**src/rtl/dataTypes_pkg.sv**
```systemverilog
// Shared playback types: scheduler states and control helpers.
package dataTypes_pkg;

  typedef logic [2:0] schedState_t;

  localparam schedState_t S_IDLE    = 3'd0;
  localparam schedState_t S_RESTART = 3'd1;
  localparam schedState_t S_ARM     = 3'd2;
  localparam schedState_t S_RUN     = 3'd3;
  localparam schedState_t S_DONE    = 3'd4;
  localparam schedState_t S_ABORT   = 3'd5;

  typedef struct packed {
    logic resetN;
    logic enable;
  } pbCtrl_t;

  function automatic pbCtrl_t pb_ctrl(schedState_t s);
    pbCtrl_t c;
    c.resetN = (s != S_RESTART) && (s != S_ABORT);
    c.enable = (s == S_ARM) || (s == S_RUN);
    return c;
  endfunction

endpackage

```
**src/rtl/bit_tick_gen.sv**
```systemverilog
// Bit-period divider: one-cycle tick every div+1 cycles while run is high.
module bit_tick_gen #(
  parameter int DIV_W = 16
) (
  input  logic             clk,
  input  logic             reset,
  input  logic             clear,
  input  logic             run,
  input  logic [DIV_W-1:0] div,
  output logic             tick
);

  logic [DIV_W-1:0] cnt_q, cnt_d;

  assign tick = run && (cnt_q == div);

  always_comb begin
    cnt_d = cnt_q;
    if (clear)
      cnt_d = '0;
    else if (run)
      cnt_d = tick ? '0 : cnt_q + 1'b1;
  end

  always_ff @(posedge clk or posedge reset) begin
    if (reset) cnt_q <= '0;
    else       cnt_q <= cnt_d;
  end

endmodule

```
**src/rtl/playback_sched.sv**
```systemverilog
// Playback command scheduler: restart, arm, bit-tick run, done.
// Optional underrun abort enabled by PLAYBACK_UNDERRUN_CHECK_EN.
module playback_sched
  import dataTypes_pkg::*;
#(
  parameter int CNT_W   = 16,
  parameter int DIV_W   = 16,
  parameter int RST_CYC = 2
) (
  input  logic             clk,
  input  logic             reset,
  input  logic             cmdValid,
  output logic             cmdReady,
  input  logic [CNT_W-1:0] cmdCount,
  input  logic [DIV_W-1:0] cmdBitDiv,
  output logic             pbResetN,
  output logic             pbEnable,
  output logic [CNT_W-1:0] pbRequestNum,
  output logic             pbClk,
  input  logic             pbComplete,
  input  logic             pbAdvFIFO,
  input  logic             fifoEmpty,
  output logic             busy,
  output logic             errUnderrun
);

  localparam logic [3:0] RST_LAST = 4'(RST_CYC - 1);

  schedState_t      state_q, state_d;
  logic [CNT_W-1:0] cnt_q, cnt_d;
  logic [DIV_W-1:0] div_q, div_d;
  logic [3:0]       rcnt_q, rcnt_d;
  logic             err_d;
  logic             accept;
  logic             underrun;
  logic             tick;
  pbCtrl_t          ctrl;

  assign accept = cmdValid && cmdReady;

`ifdef PLAYBACK_UNDERRUN_CHECK_EN
  logic err_q;
  assign underrun    = pbAdvFIFO && fifoEmpty;
  assign errUnderrun = err_q;
`else
  logic unused_fifo;
  assign unused_fifo = pbAdvFIFO ^ fifoEmpty;
  assign underrun    = 1'b0;
  assign errUnderrun = 1'b0;
`endif

  always_comb begin
    state_d = state_q;
    cnt_d   = cnt_q;
    div_d   = div_q;
    rcnt_d  = rcnt_q;
    err_d   = errUnderrun;
    unique case (state_q)
      S_IDLE: begin
        if (accept) begin
          err_d = 1'b0;
          // Zero-length commands are swallowed without a restart
          if (cmdCount != '0) begin
            cnt_d   = cmdCount;
            div_d   = cmdBitDiv;
            rcnt_d  = '0;
            state_d = S_RESTART;
          end
        end
      end
      S_RESTART: begin
        if (rcnt_q == RST_LAST)
          state_d = S_ARM;
        else
          rcnt_d = rcnt_q + 1'b1;
      end
      S_ARM: state_d = S_RUN;
      S_RUN: begin
        if (underrun) begin
          err_d   = 1'b1;
          state_d = S_ABORT;
        end else if (pbComplete) begin
          state_d = S_DONE;
        end
      end
      S_DONE:  state_d = S_IDLE;
      S_ABORT: state_d = S_IDLE;
      default: state_d = S_IDLE;
    endcase
  end

  always_ff @(posedge clk or posedge reset) begin
    if (reset) begin
      state_q <= S_IDLE;
      cnt_q   <= '0;
      div_q   <= '0;
      rcnt_q  <= '0;
    end else begin
      state_q <= state_d;
      cnt_q   <= cnt_d;
      div_q   <= div_d;
      rcnt_q  <= rcnt_d;
    end
  end

`ifdef PLAYBACK_UNDERRUN_CHECK_EN
  always_ff @(posedge clk or posedge reset) begin
    if (reset) err_q <= 1'b0;
    else       err_q <= err_d;
  end
`else
  logic unused_err;
  assign unused_err = err_d;
`endif

  bit_tick_gen #(
    .DIV_W(DIV_W)
  ) u_tick (
    .clk  (clk),
    .reset(reset),
    .clear(state_q == S_ARM),
    .run  (state_q == S_RUN),
    .div  (div_q),
    .tick (tick)
  );

  assign ctrl         = pb_ctrl(state_q);
  assign pbClk        = tick;
  assign pbEnable     = ctrl.enable;
  assign pbResetN     = ctrl.resetN && !reset;
  assign pbRequestNum = cnt_q;
  assign busy         = (state_q != S_IDLE);
  assign cmdReady     = (state_q == S_IDLE) && !reset;

endmodule
```
**config.mk**
```make
export PLATFORM = sky130hd
export DESIGN_NAME = playback_sched
export DESIGN_NICKNAME = d
export VERILOG_FILES = /design/src/rtl/dataTypes_pkg.sv /design/src/rtl/bit_tick_gen.sv /design/src/rtl/playback_sched.sv
export SDC_FILE = /design/constraint.sdc
export NUM_CORES = 1
export LEC_CHECK = 0
export CAP_MARGIN = 0
export CORE_UTILIZATION = 47
export DETAILED_ROUTE_END_ITERATION = 16
export DONT_BUFFER_PORTS = 1
export PLACE_DENSITY = 0.69
export SLEW_MARGIN = 10
export SYNTH_ARGS = -nofsm -noshare
export SYNTH_HDL_FRONTEND = slang
export SYNTH_SLANG_ARGS = --single-unit
```
**constraint.sdc**
```tcl
create_clock -name clk -period 2.5 [get_ports clk]
set_clock_uncertainty 0.15 [all_clocks]
set_input_delay 0.125 -clock clk [delete_from_list [all_inputs] [get_ports clk]]
set_output_delay 0.125 -clock clk [all_outputs]
set_load 0.01 [all_outputs]
```
# Word-level counts from Yosys, hierarchy flattened
# Index checks and enable logic that the tools add are counted.
# W data, S select, Z words.
[word_totals]
ff_bits = 55
latch_bits = 0
ramBits = 0
romBits = 0
inputBits = 38
output_inout_bits = 22
word_cells = 46
mem_count = 0
[classes]
n_addsub = 2
n_mul = 0
div = 0
magnitude_cmp = 0
n_eq_ne = 12
shifts = 0
mux = 12
bitwise_logic = 0
n_reduce_logical = 15
[op_table]
columns = ["cell", "n"]
rows = [
  ["$mux W16", 3],
  ["$add A16 B1 Y16 const B", 1],
  ["$eq A16 B16 Y1", 1],
  ["$reduce_bool A16 Y1", 1],
  ["$mux W3", 4],
  ["$mux W4", 3],
  ["$pmux W3 S4", 1],
  ["$ne A2 B2 Y1 const B", 5],
  ["$pmux W4 S2", 1],
  ["$reduce_and A4 Y1", 2],
  ["$eq A3 B2 Y1 const B", 2],
  ["$logic_and A1 B1 Y1", 5],
  ["$add A4 B1 Y4 const B", 1],
  ["$eq A4 B1 Y1 const B", 1],
  ["$reduce_bool A2 Y1", 2],
  ["$eq A3 B1 Y1 const B", 1],
  ["$logic_not A3 Y1", 1],
  ["$ne A3 B1 Y1 const B", 1],
  ["$ne A3 B3 Y1 const B", 1],
  ["$reduce_and A3 Y1", 1],
  ["$reduce_bool A3 Y1", 1],
  ["$logic_not A1 Y1", 1],
  ["$logic_or A1 B1 Y1", 1],
]

# Longest topological paths before layout
# Gate-level depths: netlist (run 1).
[logic_depth]
word_depth = 5
mapped_depth = 8
depth_no_buf = 7

# Modules after synthesis
# From an unflattened synthesis (run 1), not the netlist that was laid out.
[unflattened]
cells_unflattened = 238
hier_area_um2 = 2875.3
[modules_own_cells]
columns = ["mod", "n_inst", "cells_each", "area_per_inst_um2", "seq_area_each_um2"]
rows = [
  ["playback_sched", 1, 126, 1794.2, 975.9],
  ["bit_tick_gen", 1, 112, 1081.0, 400.4],
]

# Worst setup path after synthesis (run 1)
# No wires, ideal clock.
[synth_timing]
path_type = "flip-flop to flip-flop"
from = "register u_tick.cnt_q[9]"
to = "register u_tick.cnt_q[3]"
setup_ps = 122
t_arrival_ps = 1743
t_required_ps = 2228
path_slack_ps = 484
path_stages_with_launch = 7
path_buffers = 1
period_less_slack_ps = 2016
cell_sequence = "dfrtp_1 -> xor2_1 -> or4_1 -> or3_4 -> nor2_4 -> buf_6 -> nor3_1"
[synth_between]
elab_chain_len = 5
[synth_lines]
columns = ["item", "line", "rtl"]
rows = [
  ["from (decl)", "bit_tick_gen.sv:13", "logic [DIV_W-1:0] cnt_q, cnt_d;"],
  ["from (signal assigned)", "bit_tick_gen.sv:27", "else cnt_q <= cnt_d;"],
  ["$eq A16 B16 Y1", "bit_tick_gen.sv:15", "assign tick = run && (cnt_q == div);"],
  ["$logic_and A1 B1 Y1", "bit_tick_gen.sv:15", ""],
  ["$mux W16", "bit_tick_gen.sv:22", "cnt_d = tick ? '0 : cnt_q + 1'b1;"],
  ["$mux W16", "bit_tick_gen.sv:21", "else if (run)"],
  ["$mux W16", "bit_tick_gen.sv:19", "if (clear)"],
]
# Every way passes these cells. The select of a mux whose other input is x is not followed.
# A chain may end at the register's enable or synchronous reset.

# Worst setup path in the final report (run 1)
[layout_timing]
from = "register u_tick.cnt_q[2]"
to = "register u_tick.cnt_q[5]"
[layout_between]
elab_chain_len = 5
elab_cells_between_ends = 6
cone_classes = "add/sub: 1; eq/ne: 1; mux: 3; reduce/logical: 1"
[layout_lines]
columns = ["item", "line"]
rows = [
  ["branches (longest 2 deep; another with $add A16 B1 Y16)", "n/a"],
  ["$mux W16 (*)", "bit_tick_gen.sv:22"],
  ["$mux W16 (*)", "bit_tick_gen.sv:21"],
  ["$mux W16 (*)", "bit_tick_gen.sv:19"],
]
# Every way passes the cells marked *. The select of a mux whose other input is x is not followed.

==> key figures, run 1 <==
Cells and area
  • Commonest non-fill, non-tap cell in the layout: dfrtp_1
  • Commonest cells after routing, fill and taps aside: 55 x dfrtp_1, 35 x dlygate4sd3_1, 33 x mux2_2
  • Count of non-filler cells in the finished layout: 371
  • N_diodes: 0
  • Layout fillers: 468
  • Area grow syn2layout: 18.9%
  • Nets: 339
  • Final core occ: 59.3%
  • Layout cell share with drive strength beyond 1: 19.1%

Yosys
  • Synth warn: 0
  • Async S/R FF share, synth: 100%
  • Synthesized flop and latch total: 55
  • EDFF count, synth: 0
  • Area fraction in compound gates after synthesis: 5.36%
  • Most used DFF post-synth: dfrtp_1
  • Synth Area in XOR/XNOR: 5.63%
  • Simple-gate portion of the synthesized area: 19.2%
  • Mux share of post-synthesis cell area: 16.1%
  • Yosys cell types: 40
  • Syn Std Cell Area: 2800 um^2
  • Syn avg cell area: 10.7 um^2
  • Adder-Cell Fraction of Synth Area: 1.34%
  • Largest family of logic cells by synthesized area: simple AND/OR/NAND/NOR gates
  • Post-synthesis cell count: 261
  • Area share of the largest cell type after synthesis: 49.2%
  • Seq/Total Area, Yosys: 49.2%
  • Post-Syn Nets: 302
  • Yosys top cell by area: dfrtp_1
  • Top cells by area, synth: dfrtp_1 49%, mux2_2 13%, xor2_1 5.3%, o21ai_0 3.4%, nand2_1 3.1%

Clock network
  • Clock Sinks: 55
  • Worst-skew pair later-pin latency: 310 ps
  • Depth of the CTS H-tree: 2
  • Root buf cell: clkbuf_8
  • Reg clk slew, reported paths: 100 ps
  • Setup Fix Bufs, Post-CTS: 0
  • Hold-fix buffers at CTS: 35
  • PostCTS Resize Cnt: 0
  • Total CTS buffers: 5
  • CTS tree: built
  • Clock buffer depth: 2

Detailed routing
  • First-pass detailed-route iteration total: 4
  • Final wirelength: 5850 um
  • Vias/cell: 5.52
  • Routed Antenna Nets: 0
  • DR iter-0 viols: 127
  • DR DRC count: 0
  • Vias: 2049
  • Per-cell routed wire length: 15.8 um

GRT
  • GRT Total Usage: 19.6%
  • Initial antenna violation count: 0
  • First-pass GRT wire length: 9400 um
  • Vias in the first global route: 2026
  • Pin count of the biggest net entering global routing: 37
  • Total gr overflow: 0

Worst hold path
  • Worst min-delay path class: in -> reg
  • WHS Path Cells: 4

Power and ir drop
  • Worst vdd ir: 794 uV
  • Pwr/cell area: 928 nW/um^2
  • Tot Pwr: 3.09 mW
  • P_leak: 1.41 nW

Timing
  • TNS Setup: 0 ps
  • Hold slack: 84.2 ps
  • Part of the cycle the worst path needs: 91.0%
  • RSZ-0062 raised after global routing: no
  • Final setup viols: 0
  • Final hold violations: 0
  • Final Max Slew Viols: 0
  • Max Fclk: 0.440 GHz
  • Worst-Margin Slew: 667 ps
  • Tmin final: 2270 ps
  • Rel. slew slack: 55.1%

Placement
  • Port Buffer Count: 0
  • Routability cong.: 0.814
  • HPWL Detailed: 3900 um
  • Dpl cells: 328

Setup path
  • R2r worst-path depth: 5
  • Crit Path Class: reg -> reg
  • Critical Path End Type: flip-flop
  • CP max stage delay: 500 ps
  • Arrival time worst endpoint: 2310 ps
  • Crit path max fanout: 15
  • Critical Path RT: 2530 ps
  • Critical Path, Cell by Cell: xor2_1, or4_1, or3_4, nor2_4, o21ai_0
  • Worst setup SP type: flip-flop
  • Crit-path slowest cell: or4_1

Job
  • Maximum Capacitance Violations: 0

Die
  • Chip Width: 79.2 um
  • Core footprint: 5610 um^2
  • Die H: 79.2 um
  • FP Rows: 27
  • # IOs: 60
  • Initial Util: 49.9%
  • Die outline area: 6270 um^2

Status
  • Outcome: complete, no violations
report_power, final:
part           total, mW  internal (mW)  switching (mW)
clock              0.498          0.201           0.297
combinational       1.06          0.533           0.526
sequential          1.53           1.21           0.322
total               3.09           1.94            1.15
worst max-delay path, delay by kind of cell, from the launching register on:
family          cells  cell delay, ps
simple gates        3            1180
compound gates      1             150
flops               1             460
xor+xnor            1             200
synth_stat cells, types with 2 or more instances:
master / count
dfrtp_1: 55
mux2_2: 33
nand2_1: 23
o21ai_0: 19
xor2_1: 17
nor3_1: 15
nor2_1: 11
nor4_1: 11
mux2i_1: 8
nand3_1: 8
nand2b_1: 6
nand4_1: 6
buf_2: 5
clkbuf_1: 5
inv_1: 4
and3_1: 3
ha_1: 3
a21o_1: 2
a31oi_1: 2
and2_1: 2
nor2_4: 2
nor2b_1: 2
or3_4: 2
sequential cells by signal, indices dropped and copies added (netlist names):
signal and cells:
div_q 16, pbRequestNum 16, u_tick.cnt_q 16, rcnt_q 4
state_q 3
final timing paths:
kind / from / endpoint / slack [ps]
max: u_tick.cnt_q[2]$_DFFE_PP0P_ / u_tick.cnt_q[5]$_DFFE_PP0P_ / 230
min: cmdCount[14] / state_q[0]$_DFFE_PP0P_ / 80
min reg2reg: state_q[2]$_DFFE_PP0P_ / state_q[1]$_DFFE_PP0P_ / 370
max in group asynchronous: reset / u_tick.cnt_q[3]$_DFFE_PP0P_ / 1200
min in group asynchronous: reset / rcnt_q[1]$_DFFE_PP0P_ / 200
max reg2reg: u_tick.cnt_q[2]$_DFFE_PP0P_ / u_tick.cnt_q[5]$_DFFE_PP0P_ / 230
metrics by stage:
| step | area (um^2) | setup WS, ps |
|---|---|---|
| 6_report | 3330 | 225 |
| 3_3_place_gp | 2880 | 240 |
| 5_1_grt | 3330 | 131 |
| 2_1_floorplan | 2800 | 484 |
| 3_5_place_dp | 2880 | 231 |
| 4_1_cts | 3330 | 214 |
cell families after synthesis:
| logic type | Yosys count |
|---|---|
| other | 1 |
| buffers and inverters | 18 |
| AOI/OAI and AO/OA | 27 |
| adders and majority gates | 3 |
| DFF | 55 |
| and+or+nand+nor | 98 |
| xor gates and xnor gates | 18 |
| muxes | 41 |
final cells by class:
class / count / area, um^2 / area share (%)
clock buffer: 5 / 68.8 / 2.07
timing repair buffer: 43 / 410 / 12.3
tap: 72 / 90.1 / 2.71
sequential: 55 / 1380 / 41.4
inverter: 5 / 18.8 / 0.564
multi-input combinational: 188 / 1340 / 40.2
clock inverter: 3 / 25.0 / 0.752
layer usage:
metal	share of wire [%]	vias up	GRT usage, %
met3	7.0	4	6.09
met5	0	-	0
met2	51	71	33.3
li1	-	995	-
met1	41	979	23.9
met4	0.94	0	5.45
No activity file was read; power rests on OpenSTA's default activity.
==> run 2: changes to the inputs <==
Settings changed: CTS_BUF_LIST from default to sky130_fd_sc_hd__clkbuf_4.
==> run 2 against run 1 <==
Against the previous run:
- critical path depth unchanged
- highest routed layer unchanged
- die area unchanged
- flip-flop and latch count stayed put
- clock power shrank 17%
- register-to-register slack got worse by 20 ps
- power down 2.5%
- global-route usage is essentially flat
- largest cell class unchanged
- first-iteration DRC count shrank 7.1%
- sequential share of layout area up 0.39 points
- critical endpoint unchanged
- maximum frequency down 0.81%
==> key figures, run 2 (synthesis results as in run 1) <==
Die
  • Core footprint: 5610 um^2 (unchanged)
  • FP Rows: 27 (unchanged)
  • Die outline area: 6270 um^2 (unchanged)
  • Initial Util: 49.9% (unchanged)
  • Die H: 79.2 um (unchanged)
  • Chip Width: 79.2 um (unchanged)
  • # IOs: 60 (unchanged)

Setup path
  • Crit path max fanout: 15 (unchanged)
  • Worst setup SP type: flip-flop
  • Critical Path End Type: flip-flop
  • Arrival time worst endpoint: 2420 ps (+110 ps)
  • Critical Path RT: 2620 ps (+90 ps)
  • Crit Path Class: reg -> reg
  • R2R setup slack: 210 ps (-20 ps)

Job
  • Maximum Capacitance Violations: 0 (unchanged)

Detailed routing
  • Final wirelength: 5960 um (+1.7%)
  • DR DRC count: 0 (unchanged)
  • Per-cell routed wire length: 16.1 um (+1.7%)
  • Vias/cell: 5.54 (+0.34%)
  • DR iter-0 viols: 118 (-7.1%)
  • Vias: 2056 (+0.34%)
  • Routed Antenna Nets: 0 (unchanged)
  • First-pass detailed-route iteration total: 4 (unchanged)

Clock network
  • PostCTS Resize Cnt: 0 (unchanged)
  • Clock buffer depth: 2 (unchanged)
  • Root buf cell: clkbuf_4
  • Worst-skew pair later-pin latency: 390 ps (+80 ps)
  • Setup Fix Bufs, Post-CTS: 0 (unchanged)
  • Total CTS buffers: 5 (unchanged)
  • Hold-fix buffers at CTS: 35 (unchanged)
  • Clock Sinks: 55 (unchanged)
  • CTS tree: built
  • Reg clk slew, reported paths: 170 ps (+70 ps)
  • Depth of the CTS H-tree: 2 (unchanged)

Cells and area
  • Nets: 339 (unchanged)
  • N_diodes: 0 (unchanged)
  • Layout cell share with drive strength beyond 1: 19.1% (unchanged)
  • Area grow syn2layout: 17.7%
  • Commonest non-fill, non-tap cell in the layout: dfrtp_1
  • Commonest cells after routing, fill and taps aside: 55 x dfrtp_1, 35 x dlygate4sd3_1, 33 x mux2_2
  • Final instance area: 3300 um^2 (-0.94%)
  • Layout fillers: 481 (+2.8%)
  • Reg area: 1380 um^2 (unchanged)
  • Multi-input logic area: 1340 um^2 (unchanged)

Power and ir drop
  • Switch share: 38.5% (+1.4 points)
  • Pwr/cell area: 913 nW/um^2 (-1.6%)
  • Tot Pwr: 3.01 mW (-2.5%)
  • P_leak: 1.40 nW (-0.92%)
  • Seq pwr share: 50.8% (+1.2 points)
  • Clock power frac: 13.7% (-2.4 points)
  • P_int: 1.85 mW (-4.6%)
  • Logic pwr share: 35.5% (+1.2 points)
  • Switching power summed over all nets: 1.16 mW (+1.1%)
  • Worst vdd ir: 759 uV (-4.4%)

Timing
  • Rel. slew slack: 55.0% (about the same)
  • RSZ-0062 raised after global routing: no
  • Final setup viols: 0 (unchanged)
  • Tmin final: 2290 ps (+18.7 ps)
  • Worst-Margin Slew: 667 ps (+0.197 ps)
  • Final Max Slew Viols: 0 (unchanged)
  • Part of the cycle the worst path needs: 91.7% (+0.75 points)
  • TNS Setup: 0 ps (unchanged)
  • Max Fclk: 0.436 GHz (-0.81%)
  • Final hold violations: 0 (unchanged)

Placement
  • HPWL Detailed: 3900 um (unchanged)
  • Placed cell areas: 2880 um^2 (unchanged)
  • Routability cong.: 0.814 (unchanged)
  • Port Buffer Count: 0 (unchanged)

GRT
  • First-pass GRT wire length: 9400 um (unchanged)
  • GRT Total Usage: 19.6% (+0.050 points)
  • Vias in the first global route: 2000 (-1.3%)
  • Initial antenna violation count: 0 (unchanged)
  • Total gr overflow: 0 (unchanged)
  • Pin count of the biggest net entering global routing: 37 (unchanged)

Status
  • Outcome: complete, no violations

Worst hold path
  • Worst min-delay path class: in -> reg
==> run 2: cell counts in the layout (fill, tap and decap cells not counted) <==
No cell type changed its count.
==> run 2: layout make-up <==
type	count	area share, %
clock buffer	5	1.14
timing repair buffer	43	12.4
tap	72	2.73
sequential	55	41.7
clock inverter	3	0.759
multi-input combinational	188	40.6
inverter	5	0.569
==> run 2: layer usage <==
metal,vias to the layer above,global-route usage [%],share of wire (%)
met3,6,5.98,5.8
li1,998,-,-
met2,59,33.2,49
met5,-,0,0
met4,0,5.45,1.0
met1,993,24.2,44
==> run 2: critical path, cell delays in order, from the launching register on <==
cell     delay (ps)
dfrtp_1         480
xor2_1          180
or4_1           520
or3_4           360
nor2_4          340
o21ai_0         160
==> run 2: worst paths after layout <==
kind,start,end,cells past startpoint
min,cmdCount[12],state_q[0]$_DFFE_PP0P_,4
max in group asynchronous,reset,u_tick.cnt_q[2]$_DFFE_PP0P_,3
min in group asynchronous,reset,rcnt_q[1]$_DFFE_PP0P_,2
min reg2reg,state_q[2]$_DFFE_PP0P_,state_q[1]$_DFFE_PP0P_,1
max,u_tick.cnt_q[9]$_DFFE_PP0P_,u_tick.cnt_q[5]$_DFFE_PP0P_,5
max reg2reg,u_tick.cnt_q[9]$_DFFE_PP0P_,u_tick.cnt_q[5]$_DFFE_PP0P_,5
==> run 2: power by group through the flow <==
| stage | Sequential [mW] | Combinational (mW) | Clock [mW] |
|---|---|---|---|
| 2_1_floorplan | 1.46 | 0.834 | 0 |
| 3_3_place_gp | 1.53 | 0.982 | 0 |
| 3_5_place_dp | 1.54 | 1.02 | 0 |
| 4_1_cts | 1.52 | 1.07 | 0.416 |
| 5_1_grt | 1.57 | 1.18 | 0.447 |
| 6_report | 1.53 | 1.07 | 0.414 |
==> run 2: stage by stage <==
stage | utilization (%) | hold slack, ps | instances | setup WS, ps
after floorplan | - | 113 | 261 | 484
final | 58.8 | 20.0 | 371 | 207
after CTS | 58.8 | 14.9 | 371 | 209
after detailed placement | 51.4 | -31.9 | 328 | 231
after global routing | 58.8 | 40.7 | 371 | 120
after global placement | 51.4 | -38.0 | 328 | 240
==> run 3: changes to the inputs <==
Settings changed: CORE_UTILIZATION 47 to 52, PLACE_DENSITY 0.69 to 0.74.
==> run 3 against run 2 <==
Against the previous run:
- worst hold slack got worse by 14 ps
- first-iteration DRC count down 14%
- worst setup slack better by 12 ps
- sequential power hardly changed
- core utilization rose by 5.8 points
- critical path type unchanged
==> key figures, run 3 (synthesis results as in run 1) <==
Cells and area
  • Layout fillers: 411 (-15%)
  • Area grow syn2layout: 18.5%
  • Reg area: 1380 um^2 (unchanged)
  • N_diodes: 0 (unchanged)
  • Final instance area: 3320 um^2 (+0.65%)
  • Multi-input logic area: 1340 um^2 (unchanged)
  • Commonest non-fill, non-tap cell in the layout: dfrtp_1
  • Nets: 342 (+0.88%)
  • Commonest cells after routing, fill and taps aside: 55 x dfrtp_1, 35 x dlygate4sd3_1, 33 x mux2_2
  • Layout cell share with drive strength beyond 1: 19.9% (+0.80 points)

Setup path
  • CP max stage delay: 500 ps (-20 ps)
  • Crit-path slowest cell: or4_1
  • Crit Path Class: reg -> reg
  • R2r worst-path depth: 5 (unchanged)
  • Critical Path RT: 2620 ps (about the same)
  • Critical Path, Cell by Cell: xor2_1, or4_1, or3_4, nor2_4, o21ai_0
  • R2R setup slack: 220 ps (about the same)
  • Crit path max fanout: 15 (unchanged)
  • Worst setup SP type: flip-flop
  • Crit. Startpoint: u_tick.cnt_q[2]$_DFFE_PP0P_
  • Critical Path End Type: flip-flop
  • Arrival time worst endpoint: 2400 ps (-20 ps)
  • R2r endpoint: u_tick.cnt_q[5]$_DFFE_PP0P_
  • Startpoint of the worst register-to-register path: u_tick.cnt_q[2]$_DFFE_PP0P_

Job
  • Maximum Capacitance Violations: 0 (unchanged)

Worst hold path
  • WHS Path Cells: 4 (unchanged)
  • Worst min-delay path class: in -> reg
  • Worst Hold End: state_q[0]$_DFFE_PP0P_
  • HP Start: cmdCount[0]

Die
  • Die outline area: 5680 um^2 (-9.4%)
  • Die H: 75.4 um (-4.8%)
  • Chip Width: 75.4 um (-4.8%)
  • FP Rows: 26 (-3.7%)
  • Initial Util: 54.5% (+4.5 points)
  • # IOs: 60 (unchanged)
  • Core footprint: 5140 um^2 (-8.3%)

GRT
  • Vias in the first global route: 2063 (+3.2%)
  • Pin count of the biggest net entering global routing: 32 (-14%)
  • Total gr overflow: 0 (unchanged)
  • Initial antenna violation count: 0 (unchanged)
  • GRT Total Usage: 22.9% (+3.3 points)
  • First-pass GRT wire length: 9650 um (+2.6%)

Timing
  • TNS Setup: 0 ps (unchanged)
  • Final hold violations: 0 (unchanged)
  • Final Max Slew Viols: 0 (unchanged)
  • Part of the cycle the worst path needs: 91.2% (-0.49 points)
  • Final setup viols: 0 (unchanged)
  • RSZ-0062 raised after global routing: no
  • Worst-Margin Slew: 651 ps (-16.5 ps)
  • Max Fclk: 0.438 GHz (+0.53%)
  • Tmin final: 2280 ps (-12.1 ps)
  • Rel. slew slack: 56.2% (+1.1 points)
  • Worst setup margin: 219 ps (+12.1 ps)

Status
  • Outcome: complete, no violations

Placement
  • Routability cong.: 0.846 (+4.0%)
  • Port Buffer Count: 0 (unchanged)
  • HPWL Detailed: 3940 um (+1.2%)
  • Placed cell areas: 2900 um^2 (+0.69%)
  • DP Worst Slack: 232 ps (+1.04 ps)

Detailed routing
  • First-pass detailed-route iteration total: 4 (unchanged)
  • Max layer used: met4
  • DR iter-0 viols: 102 (-14%)
  • Vias/cell: 5.70 (+2.8%)
  • Metal-1 WL: 2590 um (-0.50%)
  • Vias: 2120 (+3.1%)
  • Metal3 WL: 318 um (-7.3%)
  • Routed Antenna Nets: 0 (unchanged)
  • Per-cell routed wire length: 16.3 um (+1.8%)
  • Final wirelength: 6080 um (+2.1%)
  • DR DRC count: 0 (unchanged)
  • Met2 wire length: 3110 um (+5.4%)

Power and ir drop
  • Tot Pwr: 3.05 mW (+1.3%)
  • Pwr/cell area: 919 nW/um^2 (+0.63%)
  • P_leak: 1.42 nW (+1.4%)
  • Worst vdd ir: 631 uV (-17%)

Clock network
  • Depth of the CTS H-tree: 2 (unchanged)
  • Root buf cell: clkbuf_4
  • Total CTS buffers: 5 (unchanged)
  • PostCTS Resize Cnt: 0 (unchanged)
  • Hold-fix buffers at CTS: 35 (unchanged)
  • Setup Fix Bufs, Post-CTS: 0 (unchanged)
  • Reg clk slew, reported paths: 170 ps (about the same)
  • Clock buffer depth: 2 (unchanged)
  • Worst-skew pair later-pin latency: 380 ps (about the same)
  • CTS tree: built
  • Clock Sinks: 55 (unchanged)
run 3: cell count changes in the layout (fill, tap and decap cells not counted):
| cell | change |
|---|---|
| clkinv_4 | -1 |
| buf_4 | +3 |
| inv_6 | +2 |
| clkinvlp_4 | -1 |
run 3: worst max path at each step:
stage,depth (start not counted),end,slack [ps]
finish,5,u_tick.cnt_q[5]$_DFFE_PP0P_,220
floorplan,6,u_tick.cnt_q[3]$_DFFE_PP0P_,480
detailed placement,5,u_tick.cnt_q[5]$_DFFE_PP0P_,230
CTS,5,u_tick.cnt_q[5]$_DFFE_PP0P_,210
global placement,5,u_tick.cnt_q[1]$_DFFE_PP0P_,240
global route,5,u_tick.cnt_q[1]$_DFFE_PP0P_,80
run 3: layout make-up:
class / count / area share [%]
clock inverter: 3 / 0.792
timing repair buffer: 46 / 13.0
inverter: 5 / 0.566
clock buffer: 5 / 1.13
sequential: 55 / 41.5
multi-input combinational: 188 / 40.3
tap: 70 / 2.64
run 3: report_power, final:
group | internal [mW] | switching, mW
Combinational | 0.558 | 0.546
Clock | 0.120 | 0.297
Sequential | 1.21 | 0.323
run 3: worst max-delay path: cells and delay by family (launching register included):
family	cells	cell delay, ps
XOR/XNOR	1	200
AO/OA/AOI/OAI	1	150
flip-flops	1	480
AND/OR/NAND/NOR	3	1180
run 3: stage by stage:
step / hold slack, ps / util (%) / instances
global placement: -81.0 / 56.5 / 329
detailed placement: -78.1 / 56.5 / 329
CTS: 0.920 / 64.6 / 372
floorplan: 113 / - / 261
global route: 13.8 / 64.6 / 372
finish: 5.71 / 64.6 / 372
run 3: layer usage:
layer	global-route usage [%]	vias to the layer above
li1	-	1010
met1	29.2	1040
met2	39.4	61
met3	5.16	9
met4	6.58	0
met5	0	-
